**src/rtl/uart_pkg.sv**
```systemverilog
// ---------------------------------------------------------------------------
// uart_pkg
//
// Shared definitions for the UART receive path (and a future transmitter):
//   - rx_state_t   : receiver FSM state encoding (3-bit)
//   - calc_div     : clocks per 16x oversample tick from clock and baud rate
//   - counter_width: width of the oversample divider counter
//   - majority3    : 2-of-3 vote used to resolve each bit
//   - phase constants for the three mid-bit samples
//
// No ports; this is a package.
// ---------------------------------------------------------------------------
package uart_pkg;

    typedef enum logic [2:0] {
        ST_IDLE  = 3'd0,
        ST_START = 3'd1,
        ST_DATA  = 3'd2,
        ST_STOP  = 3'd3,
        ST_BREAK = 3'd4
    } rx_state_t;

    // Mid-bit sample points within the 16 oversample phases of a bit.
    // The bit is resolved when the last of the three samples is taken.
    localparam logic [3:0] PH_EARLY = 4'd7;
    localparam logic [3:0] PH_MID   = 4'd8;
    localparam logic [3:0] PH_LATE  = 4'd9;

    localparam logic [2:0] LAST_BIT_IDX = 3'd7;

    // Integer truncation is intentional: the residual baud error is small
    // compared with the tolerance the mid-bit sampling gives.
    function automatic int calc_div(input int clk_freq, input int baud);
        return clk_freq / (baud * 16);
    endfunction

    function automatic int counter_width(input int div);
        return $clog2(div);
    endfunction

    function automatic logic majority3(input logic a, input logic b, input logic c);
        return (a & b) | (a & c) | (b & c);
    endfunction

endpackage

```
**src/rtl/uart_baud_tick.sv**
```systemverilog
// ---------------------------------------------------------------------------
// uart_baud_tick
//
// Oversample tick generator. Counts 0..DIV-1 and pulses tick for one clock
// on DIV-1. While restart is high the counter is held at 0 and no tick is
// produced, so the first tick after restart drops comes exactly DIV clocks
// later.
//
// Ports:
//   clk     in  1 : system clock, rising edge
//   rst_n   in  1 : asynchronous active-low reset
//   restart in  1 : hold the counter at 0 (no ticks)
//   tick    out 1 : one-cycle pulse every DIV clocks
// ---------------------------------------------------------------------------
module uart_baud_tick #(
    parameter int DIV   = 651,
    parameter int CNT_W = 10
) (
    input  logic clk,
    input  logic rst_n,
    input  logic restart,
    output logic tick
);

    localparam logic [CNT_W-1:0] CNT_MAX = CNT_W'(DIV - 1);

    logic [CNT_W-1:0] cnt;

    always_ff @(posedge clk or negedge rst_n) begin
        if (!rst_n) begin
            cnt <= '0;
        end else if (restart) begin
            cnt <= '0;
        end else if (cnt == CNT_MAX) begin
            cnt <= '0;
        end else begin
            cnt <= cnt + 1'b1;
        end
    end

    assign tick = !restart && (cnt == CNT_MAX);

endmodule

```
**src/rtl/uart_rx_core.sv**
```systemverilog
// ---------------------------------------------------------------------------
// uart_rx_core
//
// 8N1 UART receiver with 16x oversampling and three-sample majority voting.
// A good frame updates RXD_DATA and pulses uart_state; a frame whose stop
// bit votes low pulses frame_err, leaves RXD_DATA untouched and waits for
// the line to return high before looking for the next start bit.
// RXD_DATA is consumed as a level downstream, so it only changes on a good
// frame (or reset).
//
// Ports:
//   CLK        in  1 : system clock, rising edge
//   RST        in  1 : asynchronous active-low reset
//   UART_RX    in  1 : asynchronous serial input, idles high
//   RXD_DATA   out 8 : last correctly framed byte
//   uart_state out 1 : one-cycle pulse, RXD_DATA updated
//   frame_err  out 1 : one-cycle pulse, stop bit low, byte dropped
//   busy       out 1 : receiver is not idle
// ---------------------------------------------------------------------------
module uart_rx_core
    import uart_pkg::*;
#(
    parameter int CLK_FREQ = 100_000_000,
    parameter int BAUD     = 9600,
    parameter int DIV      = calc_div(CLK_FREQ, BAUD)
) (
    input  logic       CLK,
    input  logic       RST,
    input  logic       UART_RX,
    output logic [7:0] RXD_DATA,
    output logic       uart_state,
    output logic       frame_err,
    output logic       busy
);

    localparam int CNT_W = counter_width(DIV);

    logic       rx_meta;
    logic       rx_s;
    rx_state_t  state;
    rx_state_t  state_nx;
    logic       tick;
    logic [3:0] ph;
    logic       samp_early;
    logic       samp_mid;
    logic       resolve;
    logic       vote;
    logic [7:0] shreg;
    logic [2:0] bit_idx;
    logic       shift_en;
    logic       load_byte;
    logic       flag_err;

    // Two-flop synchronizer; resets to the idle (high) line level so that
    // leaving reset never looks like a start bit.
    always_ff @(posedge CLK or negedge RST) begin
        if (!RST) begin
            rx_meta <= 1'b1;
            rx_s    <= 1'b1;
        end else begin
            rx_meta <= UART_RX;
            rx_s    <= rx_meta;
        end
    end

    // Divider is parked while idle so the start-bit timing is anchored to
    // the cycle the falling edge was seen.
    uart_baud_tick #(
        .DIV   (DIV),
        .CNT_W (CNT_W)
    ) u_baud_tick (
        .clk     (CLK),
        .rst_n   (RST),
        .restart (state == ST_IDLE),
        .tick    (tick)
    );

    // Phase within the current bit. It wraps 15->0 naturally, which marks
    // each bit boundary without any explicit bookkeeping.
    always_ff @(posedge CLK or negedge RST) begin
        if (!RST) begin
            ph <= '0;
        end else if (state == ST_IDLE) begin
            ph <= '0;
        end else if (tick) begin
            ph <= ph + 4'd1;
        end
    end

    // Capture the first two mid-bit samples; the third is taken live from
    // rx_s at the resolve tick.
    always_ff @(posedge CLK or negedge RST) begin
        if (!RST) begin
            samp_early <= 1'b0;
            samp_mid   <= 1'b0;
        end else if (tick) begin
            if (ph == PH_EARLY) begin
                samp_early <= rx_s;
            end
            if (ph == PH_MID) begin
                samp_mid <= rx_s;
            end
        end
    end

    assign resolve = tick && (ph == PH_LATE);
    assign vote    = majority3(samp_early, samp_mid, rx_s);
    assign busy    = (state != ST_IDLE);

    // FSM state register.
    always_ff @(posedge CLK or negedge RST) begin
        if (!RST) begin
            state <= ST_IDLE;
        end else begin
            state <= state_nx;
        end
    end

    // Next-state logic and the one-cycle control strobes that drive the
    // datapath and output registers below.
    always_comb begin
        state_nx  = state;
        shift_en  = 1'b0;
        load_byte = 1'b0;
        flag_err  = 1'b0;
        case (state)
            ST_IDLE: begin
                if (!rx_s) begin
                    state_nx = ST_START;
                end
            end
            ST_START: begin
                if (resolve) begin
                    state_nx = vote ? ST_IDLE : ST_DATA;
                end
            end
            ST_DATA: begin
                if (resolve) begin
                    shift_en = 1'b1;
                    if (bit_idx == LAST_BIT_IDX) begin
                        state_nx = ST_STOP;
                    end
                end
            end
            ST_STOP: begin
                if (resolve) begin
                    if (vote) begin
                        load_byte = 1'b1;
                        state_nx  = ST_IDLE;
                    end else begin
                        flag_err  = 1'b1;
                        state_nx  = ST_BREAK;
                    end
                end
            end
            ST_BREAK: begin
                if (rx_s) begin
                    state_nx = ST_IDLE;
                end
            end
            default: begin
                state_nx = ST_IDLE;
            end
        endcase
    end

    // Shift register and bit index. Bits land LSB first at their own index,
    // so the register never needs clearing between frames: all eight
    // positions are rewritten before a byte can be delivered.
    always_ff @(posedge CLK or negedge RST) begin
        if (!RST) begin
            shreg   <= '0;
            bit_idx <= '0;
        end else if (state == ST_START) begin
            bit_idx <= '0;
        end else if (shift_en) begin
            shreg[bit_idx] <= vote;
            bit_idx        <= bit_idx + 3'd1;
        end
    end

    // Output registers. The strobes come from mutually exclusive FSM
    // branches, so uart_state and frame_err can never coincide.
    always_ff @(posedge CLK or negedge RST) begin
        if (!RST) begin
            RXD_DATA   <= 8'h00;
            uart_state <= 1'b0;
            frame_err  <= 1'b0;
        end else begin
            uart_state <= load_byte;
            frame_err  <= flag_err;
            if (load_byte) begin
                RXD_DATA <= shreg;
            end
        end
    end

endmodule

```
**config.mk**
```make
export PLATFORM = sky130hd
export DESIGN_NAME = uart_rx_core
export DESIGN_NICKNAME = d
export VERILOG_FILES = /design/src/rtl/uart_pkg.sv /design/src/rtl/uart_baud_tick.sv /design/src/rtl/uart_rx_core.sv
export SDC_FILE = /design/constraint.sdc
export NUM_CORES = 1
export LEC_CHECK = 0
export CORE_ASPECT_RATIO = 1.2
export CORE_UTILIZATION = 40
export DETAILED_ROUTE_END_ITERATION = 16
export HOLD_SLACK_MARGIN = 0.05
export PLACE_DENSITY = 0.67
export SYNTH_ARGS = -nofsm -noshare
export SYNTH_HDL_FRONTEND = slang
export SYNTH_SLANG_ARGS = --single-unit
```
**constraint.sdc**
```tcl
create_clock -name CLK -period 3 [get_ports CLK]
set_clock_uncertainty 0.05 [all_clocks]
set_input_delay 0.75 -clock CLK [delete_from_list [all_inputs] [get_ports CLK]]
set_output_delay 0.75 -clock CLK [all_outputs]
set_load 0.005 [all_outputs]
```
==> impl_summary.txt, run 1 <==
----------------------------------------------------
[Synthesis]
  Flops & latches, synth ... 42
  Number of library cell types mapped by synthesis ... 35
  Multiplexer share of the synthesized area ... 0.1005
  Mean post-synth cell area ... 11.27 um2
  Post-synth design cell area ... 2017 um2
  Adder-Cell Fraction of Synth Area ... 0.04839
  Xor and xnor area share after synthesis ... 0.04342
  Sequential area share after synthesis ... 0.5223
  Syn Nets ... 189
  Post-synthesis simple-gate area fraction ... 0.1948
  Share of the synthesized area in compound gates (AO/OA/AOI/OAI) ... 0.05521
  Largest family of logic cells by synthesized area ... simple AND/OR/NAND/NOR gates
  Post-Synthesis Cells ... 179
  Yosys Warn Count ... 0

[Clock network]
  Post-CTS Hold Buffers ... 0
  PostCTS Resize Cnt ... 0
  CTS buffer count ... 5
  Number of sinks handled by clock tree synthesis ... 42
  Clk slew on worst S/H paths ... 80 ps
  Deepest level of the CTS H-tree ... 2
  Clk Tree Root Cell ... sky130_fd_sc_hd__clkbuf_8
  Latest clock arrival within the worst-skew pair ... 290 ps
  Max Buffers Root-to-Sink ... 2
  CTS tree ... built
  Number of setup buffers added after CTS ... 0

[Die]
  Total number of placement rows ... 27
  Die boundary height ... 79.79 um
  Core box area ... 4730 um2
  Top-level port count ... 14
  Overall die width ... 66.82 um
  Initial core utilization ... 0.4265
  Die area ... 5331 um2

[Setup path]
  Critical Path Start Type ... register
  Crit path required time ... 3120 ps
  Worst EP arrival ... 2630 ps
  Type of element capturing the critical path ... register
  Category of the critical setup timing path ... register to register
  Worst Path Max Fanout ... 9

[Drt]
  Routed Wire Length ... 3507 um
  Total number of vias ... 1375
  Number of vias per cell after detailed routing ... 5.413
  Routed Antenna Nets ... 0
  Detail-routed net length per standard cell ... 13.81 um
  First drt pass iteration count ... 4
  Count of routing violations after the opening detailed-route iteration ... 59
  Post-detailed-route DRC marker count ... 0

[Min path]
  Type of the worst min-delay path ... register to register

[Power]
  Worst vdd ir ... 0.0002173 V
  PwrDens ... 414.0 nW/um2
  Final Total Pwr ... 956.3 uW
  Leak Pwr ... 1.003 nW

[Placement]
  Final Wtd Congestion ... 0.7778
  Number of port buffers ... 13
  Post-Place Cells ... 246
  Post-placement setup slack ... 493.1 ps
  Post-detail-place hpwl ... 2337 um

[STA]
  Final worst path period share ... 0.8381
  Pins over their slew limit ... 0
  Measured slew at the worst slew-check pin ... 921.0 ps
  Total setup violations reported at the end of the flow ... 0
  Headroom to the max-slew limit ... 0.3860
  Min Clock Period, post-route ... 2514 ps
  RSZ-0062 raised after global routing ... no
  Summed negative setup slack over all endpoints ... 0 ps
  Final setup slack of the worst path ... 485.6 ps
  Final Hold Vio Count ... 0
  Fmax ... 397.7 MHz

[Finish]
  Share of layout cells above drive strength 1 ... 0.1786
  Post-layout instance count excluding filler cells ... 254
  Net total in the final layout ... 205
  Area delta synth->final ... 14.52%
  Fill count ... 448
  Ant. Diodes ... 0
  Leading cell type in the layout, fill and taps excluded ... sky130_fd_sc_hd__dfrtp_1
  Commonest cells after routing, fill and taps aside ... 40 x sky130_fd_sc_hd__dfrtp_1, 19 x sky130_fd_sc_hd__nor2_1, 14 x sky130_fd_sc_hd__mux2_2

[Global routing]
  GR Overflow Total ... 0
  Initial antenna violation count ... 0
  Global-route wire length before repair ... 6237 um
  Vias in the first global route ... 1330
  Maximum number of pins on one net before global-route repair ... 43
  Aggregate global-route resource usage ... 0.1567

[Flow run]
  Max Cap Viol ... 0

[Outcome]
  Result of the run ... finished, final reports clean

----------------------------------------------------
cells by family after synthesis:
family / after synthesis
XOR/XNOR: 10
adder cells (fa/ha/maj): 8
buffers and inverters: 18
multiplexers: 18
flip-flops: 42
AND/OR/NAND/NOR: 67
AO/OA/AOI/OAI: 16
through the flow:
stage,util,instance area [um2],hold WS (ps)
global placement,0.4683,2215,295.7
CTS,0.4884,2310,311.7
global route,0.4884,2310,316.7
detailed placement,0.4683,2215,299.0
floorplan,-,2017,295.2
finish,0.4884,2310,308.9
per-layer routing:
layer	up-vias	global-route usage	wire (um)
li1	672	-	-
met1	680	0.1998	1648
met5	-	0	0
met2	19	0.2525	1715
met4	0	0.05319	40
met3	4	0.04286	103
registers in the layout, summed over array words and instances (netlist names):
name,cells
u_baud_tick.cnt,10
RXD_DATA,8
shreg,8
ph,4
bit_idx,3
state,3
frame_err,1
rx_meta,1
rx_s,1
samp_early,1
samp_mid,1
uart_state,1
where the power goes:
part	internal, mW	switching, mW
Clock	0.185	0.190
Combinational	0.00175	0.0111
Sequential	0.568	0.000827
worst max-delay path, cell delays in order, from the launching register on:
cell                      delay [ps]
sky130_fd_sc_hd__dfrtp_1         430
sky130_fd_sc_hd__or4b_4          570
sky130_fd_sc_hd__or4_1           660
sky130_fd_sc_hd__nor4_1          340
sky130_fd_sc_hd__mux2_1          360
worst paths after layout:
path	start	end	slack [ps]	cells past startpoint
max in group asynchronous	RST	samp_mid	1780	1
worst max register to register	u_baud_tick.cnt[4]	shreg[6]	490	4
worst min register to register	rx_meta	rx_s	310	0
worst max-delay path	u_baud_tick.cnt[4]	shreg[6]	490	4
min in group asynchronous	RST	state[2]	550	1
worst min-delay path	rx_meta	rx_s	310	0
synthesized netlist by cell type:
| cell type | count | area [um2] |
|---|---|---|
| sky130_fd_sc_hd__dfrtp_1 | 40 | 1001 |
| sky130_fd_sc_hd__nor2_1 | 19 | 71.32 |
| sky130_fd_sc_hd__mux2_2 | 14 | 157.7 |
| sky130_fd_sc_hd__inv_1 | 9 | 33.78 |
| sky130_fd_sc_hd__nand2_1 | 9 | 33.78 |
| sky130_fd_sc_hd__ha_1 | 7 | 87.58 |
| sky130_fd_sc_hd__nand4b_1 | 7 | 61.31 |
| sky130_fd_sc_hd__xnor2_1 | 7 | 61.31 |
| sky130_fd_sc_hd__clkbuf_1 | 6 | 22.52 |
| sky130_fd_sc_hd__nor4_1 | 6 | 37.54 |
| sky130_fd_sc_hd__a21oi_1 | 5 | 25.02 |
| sky130_fd_sc_hd__nand3_1 | 5 | 25.02 |
| sky130_fd_sc_hd__mux2_1 | 4 | 45.04 |
| sky130_fd_sc_hd__buf_2 | 3 | 15.01 |
| sky130_fd_sc_hd__nand3b_1 | 3 | 22.52 |
| sky130_fd_sc_hd__nand4_1 | 3 | 18.77 |
| sky130_fd_sc_hd__nor3_1 | 3 | 15.01 |
| sky130_fd_sc_hd__xor2_1 | 3 | 26.28 |
| sky130_fd_sc_hd__a311oi_1 | 2 | 17.52 |
| sky130_fd_sc_hd__a31o_2 | 2 | 17.52 |
| sky130_fd_sc_hd__and3_1 | 2 | 12.51 |
| sky130_fd_sc_hd__and3b_1 | 2 | 17.52 |
| sky130_fd_sc_hd__dfstp_2 | 2 | 52.55 |
| sky130_fd_sc_hd__nor4_2 | 2 | 25.02 |
| sky130_fd_sc_hd__o211ai_1 | 2 | 15.01 |
| sky130_fd_sc_hd__o311ai_0 | 2 | 17.52 |
| sky130_fd_sc_hd__or4_1 | 2 | 15.01 |
| sky130_fd_sc_hd__maj3_1 | 1 | 10.01 |
| sky130_fd_sc_hd__nand2b_1 | 1 | 6.260 |
| sky130_fd_sc_hd__o21ai_0 | 1 | 5.000 |
| sky130_fd_sc_hd__o21bai_1 | 1 | 7.510 |
| sky130_fd_sc_hd__o22ai_1 | 1 | 6.260 |
| sky130_fd_sc_hd__or3_1 | 1 | 6.260 |
| sky130_fd_sc_hd__or4b_4 | 1 | 13.76 |
| sky130_fd_sc_hd__or4bb_1 | 1 | 11.26 |
layout make-up:
class / count / area, um2 / area share
Inverter: 9 / 33.78 / 0.01463
Clock inverter: 2 / 12.51 / 0.005417
Multi-Input combinational cell: 119 / 892.1 / 0.3862
Sequential cell: 42 / 1054 / 0.4561
Timing Repair Buffer: 18 / 162.7 / 0.07042
Clock buffer: 6 / 82.58 / 0.03575
Tap cell: 58 / 72.57 / 0.03142
(Power assumes the default switching activity.)
==> inputs of run 2 (changes only) <==
Clock period 3 ns to 2.5 ns, I/O delays scaled along.
==> impl_summary.txt, run 2 (synthesized netlist as in run 1, its figures left out) <==
----------------------------------------------------
[Outcome]
  Result of the run ... finished, final reports clean

[Die]
  Die area ... 5331 um2
  Total number of placement rows ... 27
  Die boundary height ... 79.79 um
  Initial core utilization ... 0.4265
  Overall die width ... 66.82 um
  Top-level port count ... 14
  Core box area ... 4730 um2

[Drt]
  Number of vias per cell after detailed routing ... 5.363
  Detail-routed net length per standard cell ... 13.58 um
  First drt pass iteration count ... 4
  Routed Antenna Nets ... 0
  Count of routing violations after the opening detailed-route iteration ... 78
  Post-detailed-route DRC marker count ... 0
  Routed Wire Length ... 3516 um
  Total number of vias ... 1389

[Clock network]
  Number of sinks handled by clock tree synthesis ... 42
  Clk Tree Root Cell ... sky130_fd_sc_hd__clkbuf_8
  CTS tree ... built
  Clk slew on worst S/H paths ... 70 ps
  Latest clock arrival within the worst-skew pair ... 290 ps
  Deepest level of the CTS H-tree ... 2
  Number of setup buffers added after CTS ... 0
  PostCTS Resize Cnt ... 0
  Post-CTS Hold Buffers ... 0
  CTS buffer count ... 5
  Max Buffers Root-to-Sink ... 2

[STA]
  RSZ-0062 raised after global routing ... no
  Pins over their slew limit ... 0
  Minimum hold slack ... 311.2 ps
  Summed negative setup slack over all endpoints ... 0 ps
  Measured slew at the worst slew-check pin ... 519.8 ps
  Fmax ... 423.0 MHz
  Headroom to the max-slew limit ... 0.6534
  Min Clock Period, post-route ... 2364 ps
  Total setup violations reported at the end of the flow ... 0
  Final Hold Vio Count ... 0
  Final worst path period share ... 0.9456

[Placement]
  Number of port buffers ... 13
  Post-detail-place hpwl ... 2381 um
  Final Wtd Congestion ... 0.7719
  Total cell area at the placement stage ... 2252 um2

[Setup path]
  Type of element capturing the critical path ... primary output
  Category of the critical setup timing path ... register to primary output
  Critical Path Start Type ... register
  Kind of cell adding the most delay to the critical path ... buffers and inverters
  Worst path bufs/invs ... 2
  Max stage delay on crit path ... 480 ps
  Worst Path Max Fanout ... 8
  Worst EP arrival ... 1690 ps
  CP Cell Sequence ... nor3_1, inv_1, clkdlybuf4s50_1
  Crit path max-delay cell type ... sky130_fd_sc_hd__dfrtp_1
  Crit path required time ... 1820 ps

[Finish]
  Finished layout cell area ... 2354 um2
  Area delta synth->final ... 16.69%
  Leading cell type in the layout, fill and taps excluded ... sky130_fd_sc_hd__dfrtp_1
  Sequential cell area ... 1054 um2
  Final Core Density ... 0.4976
  Largest registers ... u_baud_tick.cnt x10, RXD_DATA x8, shreg x8
  Commonest cells after routing, fill and taps aside ... 40 x sky130_fd_sc_hd__dfrtp_1, 19 x sky130_fd_sc_hd__nor2_1, 14 x sky130_fd_sc_hd__mux2_2
  Fill count ... 441
  Net total in the final layout ... 210
  Ant. Diodes ... 0
  Largest register FFs ... 10
  Share of layout cells above drive strength 1 ... 0.2040
  Reg with most FFs ... u_baud_tick.cnt
  Footprint of the multi-input gates ... 902.1 um2

[Global routing]
  Vias in the first global route ... 1374
  Initial antenna violation count ... 0
  Maximum number of pins on one net before global-route repair ... 43
  GR Overflow Total ... 0
  Global-route wire length before repair ... 6292 um
  Aggregate global-route resource usage ... 0.1588

[Power]
  Leak Pwr ... 1.030 nW
  Worst vdd ir ... 0.0002285 V
  PwrDens ... 487.0 nW/um2

[Min path]
  Type of the worst min-delay path ... register to register

[Flow run]
  Max Cap Viol ... 0

----------------------------------------------------
run 2: where the power goes:
| part | leakage [nW] | switching, mW | internal (mW) |
|---|---|---|---|
| clock | 0.0482 | 0.224 | 0.223 |
| combinational | 0.417 | 0.0134 | 0.00311 |
| sequential | 0.565 | 0.00118 | 0.682 |
| total | 1.03 | 0.239 | 0.908 |
run 2: through the flow:
step           std cells  total power [mW]  setup slack, ps
2_1_floorplan        179            0.6966            172.5
3_3_place_gp         251            0.7143            128.0
3_5_place_dp         251            0.7143            85.96
4_1_cts              259             1.167            74.84
5_1_grt              259             1.202            20.33
6_report             259             1.146            135.9
run 2: cell type report:
cell class | instances | area share
multi-input combinational | 119 | 0.3833
clock buffer | 7 | 0.03668
timing repair buffer | 23 | 0.08506
tap | 58 | 0.03083
clock inverter | 1 | 0.002127
inverter | 9 | 0.01435
sequential | 42 | 0.4476
run 2: layer usage:
metal	share of wire	wire length [um]	GRT usage	vias up
li1	-	-	-	679
met1	0.47	1638	0.1890	685
met2	0.49	1717	0.2646	20
met3	0.029	103	0.04714	5
met4	0.016	57	0.06170	0
met5	0	0	0	-
run 2: worst register-to-register path, cell delays in order, from the launching register on:
cell,delay [ps]
sky130_fd_sc_hd__dfrtp_1,420
sky130_fd_sc_hd__or4b_4,550
sky130_fd_sc_hd__or4_4,550
sky130_fd_sc_hd__nor4_1,290
sky130_fd_sc_hd__mux2_1,350
run 2: final timing paths:
check	end	cells after the start	slack [ps]	start
worst max-delay path	busy	3	140	state[1]
worst min-delay path	rx_s	0	310	rx_meta
worst max register to register	samp_early	4	180	u_baud_tick.cnt[5]
worst min register to register	rx_s	0	310	rx_meta
max in group asynchronous	rx_meta	2	1690	RST
min in group asynchronous	shreg[0]	2	340	RST
